**src/rtl/serdes_pkg.sv**
```systemverilog
// Shared helpers for the SERDES blocks.
//   len_width : width of a length field able to hold 0..n_samples
//   clamp_len : maps a requested frame length onto 1..n_samples
//               (0 or anything above n_samples means "full frame")
package serdes_pkg;

  function automatic int unsigned len_width(input int unsigned n_samples);
    return $clog2(n_samples + 1);
  endfunction

  function automatic int unsigned clamp_len(input int unsigned req,
                                            input int unsigned n_samples);
    return (req == 0 || req > n_samples) ? n_samples : req;
  endfunction

endpackage

```
**src/rtl/cmn_EnResetReg.sv**
```systemverilog
// Common enable register with synchronous active-high reset.
//   clk   : clock
//   reset : synchronous reset, loads p_reset_value
//   en    : load enable
//   d     : next value
//   q     : registered value
module cmn_EnResetReg #(
  parameter int unsigned          p_nbits       = 1,
  parameter logic [p_nbits-1:0]   p_reset_value = '0
)(
  input  logic               clk,
  input  logic               reset,
  input  logic               en,
  input  logic [p_nbits-1:0] d,
  output logic [p_nbits-1:0] q
);

  always_ff @(posedge clk) begin
    if (reset)   q <= p_reset_value;
    else if (en) q <= d;
  end

endmodule

```
**src/rtl/serdes_deser_db_ctrl.sv**
```systemverilog
// Control path of the double-buffered deserializer: fill counter, frame
// length capture, assembly-full flag and the output-bank handshake.
//   clk, reset : clock, synchronous active-high reset
//   recv_val   : input word valid
//   recv_rdy   : block accepts an input word (combinational)
//   cfg_len    : requested frame length, sampled on word 0
//   send_val   : output frame valid
//   send_rdy   : consumer accepts the frame
//   send_len   : meaningful slots in the output bank
//   wr_en      : an input word is accepted this cycle
//   count      : index of the word being accepted
//   cur_len    : length of the frame the accepted word belongs to
//   frame_len  : registered length of the frame in the assembly bank
//   move       : assembly bank is copied to the output bank this cycle
module serdes_deser_db_ctrl
  import serdes_pkg::*;
#(
  parameter int unsigned N_SAMPLES = 8,
  parameter int unsigned LW        = 4,
  parameter int unsigned CW        = 3
)(
  input  logic          clk,
  input  logic          reset,
  input  logic          recv_val,
  output logic          recv_rdy,
  input  logic [LW-1:0] cfg_len,
  output logic          send_val,
  input  logic          send_rdy,
  output logic [LW-1:0] send_len,
  output logic          wr_en,
  output logic [CW-1:0] count,
  output logic [LW-1:0] cur_len,
  output logic [LW-1:0] frame_len,
  output logic          move
);

  logic asm_full;
  logic send_xfer;
  logic last_word;

  assign recv_rdy  = !asm_full || !send_val || send_rdy;
  assign wr_en     = recv_val && recv_rdy;
  assign send_xfer = send_val && send_rdy;
  assign move      = asm_full && (!send_val || send_rdy);

  // Word 0 has no captured length yet, so it uses the clamped request
  // directly; later words use the value captured with word 0.
  always_comb begin
    cur_len = frame_len;
    if (count == '0) cur_len = LW'(clamp_len(32'(cfg_len), N_SAMPLES));
  end

  assign last_word = wr_en && (LW'(count) == cur_len - LW'(1));

  always_ff @(posedge clk) begin
    if (reset) begin
      count     <= '0;
      asm_full  <= 1'b0;
      frame_len <= '0;
      send_val  <= 1'b0;
      send_len  <= '0;
    end else begin
      if (wr_en) begin
        if (count == '0) frame_len <= cur_len;
        if (last_word)   count     <= '0;
        else             count     <= count + CW'(1);
      end

      // A new frame completing in the same cycle as a move keeps the flag set.
      if (last_word) asm_full <= 1'b1;
      else if (move) asm_full <= 1'b0;

      if (move) begin
        send_val <= 1'b1;
        send_len <= frame_len;
      end else if (send_xfer) begin
        send_val <= 1'b0;
      end
    end
  end

endmodule

```
**src/rtl/serdes_deserializer_db.sv**
```systemverilog
// Double-buffered deserializer: collects up to N_SAMPLES words of BIT_WIDTH
// bits into an assembly bank, then moves the completed frame into an output
// bank presented on send_msg while the next frame is being assembled.
//   clk, reset : clock, synchronous active-high reset
//   recv_val/recv_rdy/recv_msg : word input handshake
//   cfg_len    : requested frame length (0 or > N_SAMPLES = N_SAMPLES)
//   send_val/send_rdy          : frame output handshake
//   send_msg   : frame words, slots >= send_len read as 0
//   send_len   : number of meaningful slots
module serdes_deserializer_db
  import serdes_pkg::*;
#(
  parameter int unsigned N_SAMPLES = 8,
  parameter int unsigned BIT_WIDTH = 32,
  parameter int unsigned REVERSE   = 0,
  localparam int unsigned LW       = len_width(N_SAMPLES)
)(
  input  logic                 clk,
  input  logic                 reset,
  input  logic                 recv_val,
  output logic                 recv_rdy,
  input  logic [BIT_WIDTH-1:0] recv_msg,
  input  logic [LW-1:0]        cfg_len,
  output logic                 send_val,
  input  logic                 send_rdy,
  output logic [BIT_WIDTH-1:0] send_msg [N_SAMPLES-1:0],
  output logic [LW-1:0]        send_len
);

  localparam int unsigned CW = $clog2(N_SAMPLES);

  logic                 wr_en;
  logic                 move;
  logic [CW-1:0]        count;
  logic [LW-1:0]        cur_len;
  logic [LW-1:0]        frame_len;
  logic [LW-1:0]        slot;
  logic [N_SAMPLES-1:0] asm_en;
  logic [BIT_WIDTH-1:0] asm_q [N_SAMPLES];
  logic [BIT_WIDTH-1:0] out_d [N_SAMPLES];

  serdes_deser_db_ctrl #(
    .N_SAMPLES (N_SAMPLES),
    .LW        (LW),
    .CW        (CW)
  ) u_ctrl (
    .clk       (clk),
    .reset     (reset),
    .recv_val  (recv_val),
    .recv_rdy  (recv_rdy),
    .cfg_len   (cfg_len),
    .send_val  (send_val),
    .send_rdy  (send_rdy),
    .send_len  (send_len),
    .wr_en     (wr_en),
    .count     (count),
    .cur_len   (cur_len),
    .frame_len (frame_len),
    .move      (move)
  );

  // Destination slot of the accepted word.
  always_comb begin
    slot = LW'(count);
    if (REVERSE != 0) slot = cur_len - LW'(1) - LW'(count);
  end

  for (genvar i = 0; i < N_SAMPLES; i++) begin : g_slot
    assign asm_en[i] = wr_en && (slot == LW'(i));
    // Stale words from a longer earlier frame are masked on the move.
    assign out_d[i]  = (LW'(i) < frame_len) ? asm_q[i] : '0;

    cmn_EnResetReg #(.p_nbits(BIT_WIDTH)) u_asm (
      .clk   (clk),
      .reset (reset),
      .en    (asm_en[i]),
      .d     (recv_msg),
      .q     (asm_q[i])
    );

    cmn_EnResetReg #(.p_nbits(BIT_WIDTH)) u_out (
      .clk   (clk),
      .reset (reset),
      .en    (move),
      .d     (out_d[i]),
      .q     (send_msg[i])
    );
  end

endmodule

```
**config.mk**
```make
export PLATFORM = sky130hd
export DESIGN_NAME = serdes_deserializer_db
export DESIGN_NICKNAME = d
export VERILOG_FILES = /design/src/rtl/serdes_pkg.sv /design/src/rtl/cmn_EnResetReg.sv /design/src/rtl/serdes_deser_db_ctrl.sv /design/src/rtl/serdes_deserializer_db.sv
export SDC_FILE = /design/constraint.sdc
export NUM_CORES = 1
export LEC_CHECK = 0
export ABC_AREA = 1
export ABC_CLOCK_PERIOD_IN_PS = 3150
export CAP_MARGIN = 20
export CORE_MARGIN = 2
export CORE_UTILIZATION = 50
export DETAILED_ROUTE_END_ITERATION = 8
export PLACE_DENSITY = 0.78
export SLEW_MARGIN = 40
export SYNTH_ARGS = -nofsm -noshare
export SYNTH_HDL_FRONTEND = slang
export SYNTH_SLANG_ARGS = --single-unit
export TNS_END_PERCENT = 20
```
**constraint.sdc**
```tcl
create_clock -name clk -period 3.15 [get_ports clk]
set_input_delay 0.63 -clock clk [delete_from_list [all_inputs] [get_ports clk]]
set_output_delay 0.63 -clock clk [all_outputs]
set_load 0.02 [all_outputs]
```
Word-level counts from Yosys, hierarchy flattened
Cells that the tools add are included.
Cells by class
  add/sub/neg operators: 2
  $lt $le $gt $ge: 9
  equality and inequality tests: 8
  multiplexer cells: 15
  reductions and logical operators: 24
Operators with widths (number)
  2-to-1 mux 32 bit: 8
  less-than comparator 3 x 4 -> 1 bit, first input constant: 4
  equality test 3 bit, second input constant: 4
  logical AND 1 bit: 12
  logical NOT 4 bit: 2
  less-than comparator 1 x 4 -> 1 bit, first input constant: 2
  less-than comparator 2 x 4 -> 1 bit, first input constant: 2
  2-to-1 mux 4 bit: 2
  equality test 3 x 2 -> 1 bit, second input constant: 2
  equality test 3 x 4 -> 1 bit: 1
  > comparator 4 bit, second input constant: 1
  logical OR 1 bit: 4
  2-to-1 mux 1 bit: 4
  nonzero test 2 bit: 2
  subtractor 4 x 1 -> 4 bit, second input constant: 1
  adder 3 x 1 -> 3 bit, second input constant: 1
  equality test 3 x 1 -> 1 bit, second input constant: 1
  logical NOT 3 bit: 1
  2-to-1 mux 3 bit: 1
  logical NOT 1 bit: 2
  AND reduction 2 bit: 1
Word-level totals
  register bits: 525
  bits of input ports: 40
  output and inout port bits: 262

Longest topological paths before layout
  depth in word-level cells: 8
  depth in mapped cells: 16
  mapped depth without buffers: 16

Cells and area by module
A second synthesis with hierarchy kept.
Unflattened totals
  cells, all modules: 3908
  area total of the unflattened synthesis: 24458.5 um^2
By module, submodules not included
  cmn_EnResetReg: instances 16, cells each 203, area an instance 1338.8 um^2, seq. area each 640.6 um^2
  serdes_deserializer_db: instances 1, cells each 543, area an instance 2259.7 um^2, seq. area each 0.0 um^2
  serdes_deser_db_ctrl: instances 1, cells each 117, area an instance 778.2 um^2, seq. area each 260.2 um^2

Worst setup path before layout
No wires, ideal clock.
  path kind: register to register
  start point: register u_ctrl.count[0]
  end point: register u_ctrl.count[0]
  arrival: 1885 ps
  required time: 3019 ps
  slack: 1134 ps
  cell stages (with the launch flop): 15
  path buffers: 0
  cell sequence: dfxtp_1 -> inv_1 -> ha_1 -> inv_2 -> nor2_4 -> nand2_2 -> nand2_2 -> ha_1 -> xnor2_1 -> nor2_1 -> o21ai_0 -> nor2_1 -> nand3_2 -> nand2_1 -> a21oi_2
Between the ends
  cells in the longest elaborated chain, start to end: 6
  elaborated cells on any way between the ends: 7
  classes of those cells: 2 x add/sub; 1 x eq/ne; 2 x mux; 2 x reduce/logical
RTL lines
  start, declared: RTL line serdes_deser_db_ctrl.sv:31  | output logic [CW-1:0] count,
  start signal, assigned: RTL line serdes_deser_db_ctrl.sv:66  | else count <= count + CW'(1);
  logical NOT 3 bit: RTL line serdes_deser_db_ctrl.sv:50  | if (count == '0) cur_len = LW'(clamp_len(32'(cfg_len), N_SAMPLES));
  2-to-1 mux 4 bit: RTL line serdes_deser_db_ctrl.sv:50
  subtractor 4 x 1 -> 4 bit: RTL line serdes_deser_db_ctrl.sv:53  | assign last_word = wr_en && (LW'(count) == cur_len - LW'(1));
  equality test 3 x 4 -> 1 bit: RTL line serdes_deser_db_ctrl.sv:53
  logical AND 1 bit: RTL line serdes_deser_db_ctrl.sv:53
  2-to-1 mux 3 bit *: RTL line serdes_deser_db_ctrl.sv:65  | if (last_word) count <= '0;
Mark *: on every way between the ends. The rest lies on a longest branch, timed or not.
A chain may end at the register's enable or synchronous reset.

Worst setup path in the final report
  start point: input port send_rdy
  end point: output port recv_rdy
Between the ends
  cells in the longest elaborated chain, start to end: 1
RTL lines
  start, declared: RTL line serdes_deserializer_db.sv:25  | input logic send_rdy,
  logical OR 1 bit: RTL line serdes_deser_db_ctrl.sv:41  | assign recv_rdy = !asm_full || !send_val || send_rdy;
  end, declared: RTL line serdes_deserializer_db.sv:21  | output logic recv_rdy,
No other way between the ends.

==> flow_results.org <==
** Clock network
- Number of sinks driven by the clock tree :: 525
- Clock root buffer master :: sky130_fd_sc_hd__clkbuf_16
- Cts hold-fix bufs :: 0
- Total of cells resized after clock tree synthesis :: 0
- TritonCTS clock tree :: yes
- Clock-pin transition on the worst setup and hold timing paths :: about 0.060 ns
- Number of buffers added by the clock tree synthesis step :: 51
- Number of setup buffers added after CTS :: 0
- The H-tree generated during clock tree synthesis spans 2 levels.
- Clock tree buffer depth :: 3
- For the worst-skew pair, the clock arrives at the later sink with an insertion delay of 0.57 ns.

** STA
- Post-route setup TNS :: 0 ns
- Across all hold checks on the routed design, the worst slack comes to 0.443 ns.
- On the final layout, the worst clock skew is roughly 0.013 ns.
- Setup repair after global routing left no endpoint under its margin.
- The final number of max-transition violations is 0.
- Measured against its own limit, the worst slew margin works out to 38.9%.
- Setup violations remaining at the end of the flow were counted as 0.
- Timing-limited maximum frequency :: between 300 and 400 MHz
- Count of final hold-check violations :: 0
- For the pin with the worst max-slew slack, the measured transition is 0.914 ns.
- Clock period minus worst slack :: 2.57 ns
- Worst setup slack after layout :: 0.580 ns
- Final critical-path share of the clock period :: approximately 82%

** Power
- Power spread over the standard cell area amounts to approximately 600 nW/um^2.
- Sequential cells burn 48.5% of the power.
- Share of total power in the clock network :: 41.4%
- Leakage component of the power :: 8.47 nW
- Peak supply drop :: 0.359 mV
- In this run switching power makes up 25.1% of total power.
- Cell internal power was estimated by the tool at 10.9 mW.
- Total power for the finished layout comes to 14.5 mW.
- Logic pwr share :: between 10 and 15%
- In this run the power spent charging and discharging nets is 3.64 mW.

** Setup path
- Buffers plus inverters on the worst setup path :: 3
- Measured in cells, the most critical reg-to-reg path has a length of 14.
- Worst path max stage delay :: 0.67 ns
- The signal on the critical path passes through clkdlybuf4s50_1, inv_1, nand3_2, clkdlybuf4s50_1.
- In this run the critical register-to-register path is launched from u_ctrl.count[0]$_SDFFE_PP0P_.
- RR Endpoint :: u_ctrl.count[0]$_SDFFE_PP0P_
- Worst setup EP type :: primary output
- Minimum setup slack among reg-to-reg paths :: approximately 0.77 ns
- In this run the worst setup path terminates at recv_rdy.
- Critical Path Stages :: 4
- CP Max Fanout :: 3
- The worst setup path is of the in -> out kind.
- The most numerous cell type found on the critical path is sky130_fd_sc_hd__clkdlybuf4s50_1.
- STA classifies the critical path startpoint as an input port.
- Tracing the worst setup path back leads to its startpoint at send_rdy.
- CP top delay family :: buffers and inverters
- CP arrival :: 1.94 ns
- Among all stages on the critical path, the largest delay is contributed by sky130_fd_sc_hd__clkdlybuf4s50_1.
- Required time of the worst setup path :: 2.52 ns

** Logic synthesis
- Seq cells post-synth :: roughly 530
- Net count of the mapped netlist :: about 2.4k
- Number of different library cells in the post-synthesis netlist :: 27
- Cell count after synthesis :: 2,344
- During synthesis, Yosys emitted a total of 0 warnings.
- Area of the mapped netlist :: 19,000 sq um
- Sequential element share of the synthesized area :: 55.2%
- Average footprint of a synthesized cell :: 8.12 sq um

** Global route
- Via count of the first global-routing pass :: about 16k
- The initial antenna violation count was 8.
- Global-route usage over all layers :: 29.1%
- Total congestion overflow after global routing :: 0
- The first global-routing pass estimated ~89,000 um of wire.
- Entering global routing, the biggest net connects 165 pins.

** Floorplanning
- The die is roughly 200 um tall.
- Once the floorplan was initialized, standard cells occupied approximately half of the core.
- Chip Width :: between 150 and 200 um
- Pin placement for this block handled ~300 I/O pins.
- The floorplan step defined a die boundary enclosing 39,700 sq um.
- Area of the placeable core :: 37,600 sq um
- Site Rows :: between 70 and 80

** Place
- # port buffers :: between 300 and 400
- The congestion estimate from routability-driven global placement came to 0.836.
- The HPWL after detailed placement is 35,700 um.
- Prior to clock tree synthesis, the placed netlist has a worst setup slack of just under 0.4 ns.
- Placement-stage cell area :: between 20,000 and 25,000 sq um
- Number of cells in the design after placement :: about 3k

** Drt
- First-pass iteration count of the detailed router :: 7
- In this run the remaining antenna-violating nets after routing total 0.
- Across all layers, the routed design uses 17.0k vias.
- 1st-iter DRT viols :: 1,467
- DR DRC count :: 0
- After detailed routing, the average wire length per cell comes to 19.1 um.
- In the routed layout, each cell is associated on average with a via count of 5.51.
- Drt total wl :: 59,100 um

** Finish
- Final instance area :: 23,900 sq um
- In the final layout, the multi-input gates occupy around 7000 sq um.
- Share of cells above drive strength 1 :: 5.82%
- Finished Layout Cells :: 3,092
- Fill cells in the final layout number roughly 3.2k.
- Synthesis-to-finish area growth :: 25.4%
- At the end of the flow, the number of nets in the layout was ~2.6k.
- Summing all flip-flop and latch instances after layout gives approximately 11,000 sq um.
- For this run, the share of the core covered by cells in the final layout is between 60% and 70%.

** Worst hold path
- Min-delay worst type :: reg -> reg

** Outcome
- The run finished with clean final reports.

** Run
- Max-capacitance violation count :: 0
## cell type report
cell class                      instances  area share [%]
Clock inverter                         12           0.576
Inverter                              182            2.94
Clock buffer                           76            6.25
Tap cell                              511            2.68
Multi-Input combinational cell       1441            29.1
Timing Repair Buffer                  342            14.4
Antenna cell                            3          0.0314
Sequential cell                       525            44.0
## cell families (layout without fill, tap and decap cells)
family / after synthesis / count (layout) / share of synthesized area [%]
adders and majority gates: 7 / 7 / 0.460
xor gates and xnor gates: 2 / 2 / 0.0920
buffers and inverters: 378 / 612 / 8.41
AOI/OAI and AO/OA: 860 / 860 / 23.1
and+or+nand+nor: 572 / 572 / 12.7
other: 0 / 3 / 0
DFF: 525 / 525 / 55.2
## state kept, by name (all words and copies together), names as in the netlist
signal            flops
u_ctrl.count          3
u_ctrl.frame_len      4
g_slot.u_asm.q      256
u_ctrl.send_val       1
u_ctrl.send_len       4
g_slot.u_out.q      256
u_ctrl.asm_full       1
## synth_stat cells, drive strengths merged
library cell	count	area, sq um
a21oi	462	2320
a22oi	32	240
buf	107	579
clkbuf	89	334
clkinv	2	7.51
dfxtp	525	10500
ha	7	87.6
inv	180	681
nand2	258	993
nand3	140	763
nor2	174	671
o21ai	366	1840
xnor2	2	17.5
## cell usage in the layout, fill, tap and decap left out, types with 4 or more instances in the layout
master / n
sky130_fd_sc_hd__buf_4: 30
sky130_fd_sc_hd__o21ai_1: 93
sky130_fd_sc_hd__nand2_2: 4
sky130_fd_sc_hd__ha_1: 7
sky130_fd_sc_hd__nand3_1: 132
sky130_fd_sc_hd__nand2_1: 251
sky130_fd_sc_hd__dfxtp_1: 525
sky130_fd_sc_hd__nor2_1: 171
sky130_fd_sc_hd__clkbuf_8: 8
sky130_fd_sc_hd__a21oi_1: 459
sky130_fd_sc_hd__nand3_2: 5
sky130_fd_sc_hd__clkbuf_1: 15
sky130_fd_sc_hd__clkbuf_16: 53
sky130_fd_sc_hd__buf_2: 5
sky130_fd_sc_hd__clkinv_2: 8
sky130_fd_sc_hd__buf_12: 12
sky130_fd_sc_hd__a22oi_1: 32
sky130_fd_sc_hd__inv_1: 174
sky130_fd_sc_hd__clkdlybuf4s50_1: 295
sky130_fd_sc_hd__o21ai_0: 270
## worst min-delay path by stage
stage / startpoint / to / slack, ns / depth (start not counted)
finish: g_slot[5].u_asm.q[22]$_SDFFE_PP0P_ / g_slot[5].u_asm.q[22]$_SDFFE_PP0P_ / 0.44 / 2
global route: g_slot[4].u_asm.q[30]$_SDFFE_PP0P_ / g_slot[4].u_asm.q[30]$_SDFFE_PP0P_ / 0.46 / 2
CTS: g_slot[4].u_asm.q[4]$_SDFFE_PP0P_ / g_slot[4].u_asm.q[4]$_SDFFE_PP0P_ / 0.44 / 2
detailed placement: g_slot[4].u_asm.q[4]$_SDFFE_PP0P_ / g_slot[4].u_asm.q[4]$_SDFFE_PP0P_ / 0.43 / 2
global placement: g_slot[6].u_asm.q[0]$_SDFFE_PP0P_ / g_slot[6].u_asm.q[0]$_SDFFE_PP0P_ / 0.43 / 2
floorplan: g_slot[2].u_asm.q[27]$_SDFFE_PP0P_ / g_slot[2].u_asm.q[27]$_SDFFE_PP0P_ / 0.42 / 2
## layer usage
metal / GRT usage [%] / vias up / part of all wire [%]
met5: 0 / - / 0.032
met4: 13.2 / 2 / 4.7
met3: 5.20 / 147 / 9.4
met2: 44.5 / 808 / 44
met1: 40.0 / 7897 / 42
li1: - / 8192 / -
## power by group through the flow
stage	Combinational (mW)	Clock [mW]	Sequential, mW
global placement	1.42	0	7.16
finish	1.47	5.99	7.02
detailed placement	1.45	0	7.16
global route	1.59	6.31	7.04
floorplan	0.764	0	7.24
CTS	1.46	6.05	7.02
## tightest hold or removal path, stage by stage, from the launching register on
cell	delay [ns]
sky130_fd_sc_hd__dfxtp_1	0.31
sky130_fd_sc_hd__inv_1	0.05
sky130_fd_sc_hd__a21oi_1	0.05
No activity file was read; power rests on OpenSTA's default activity.
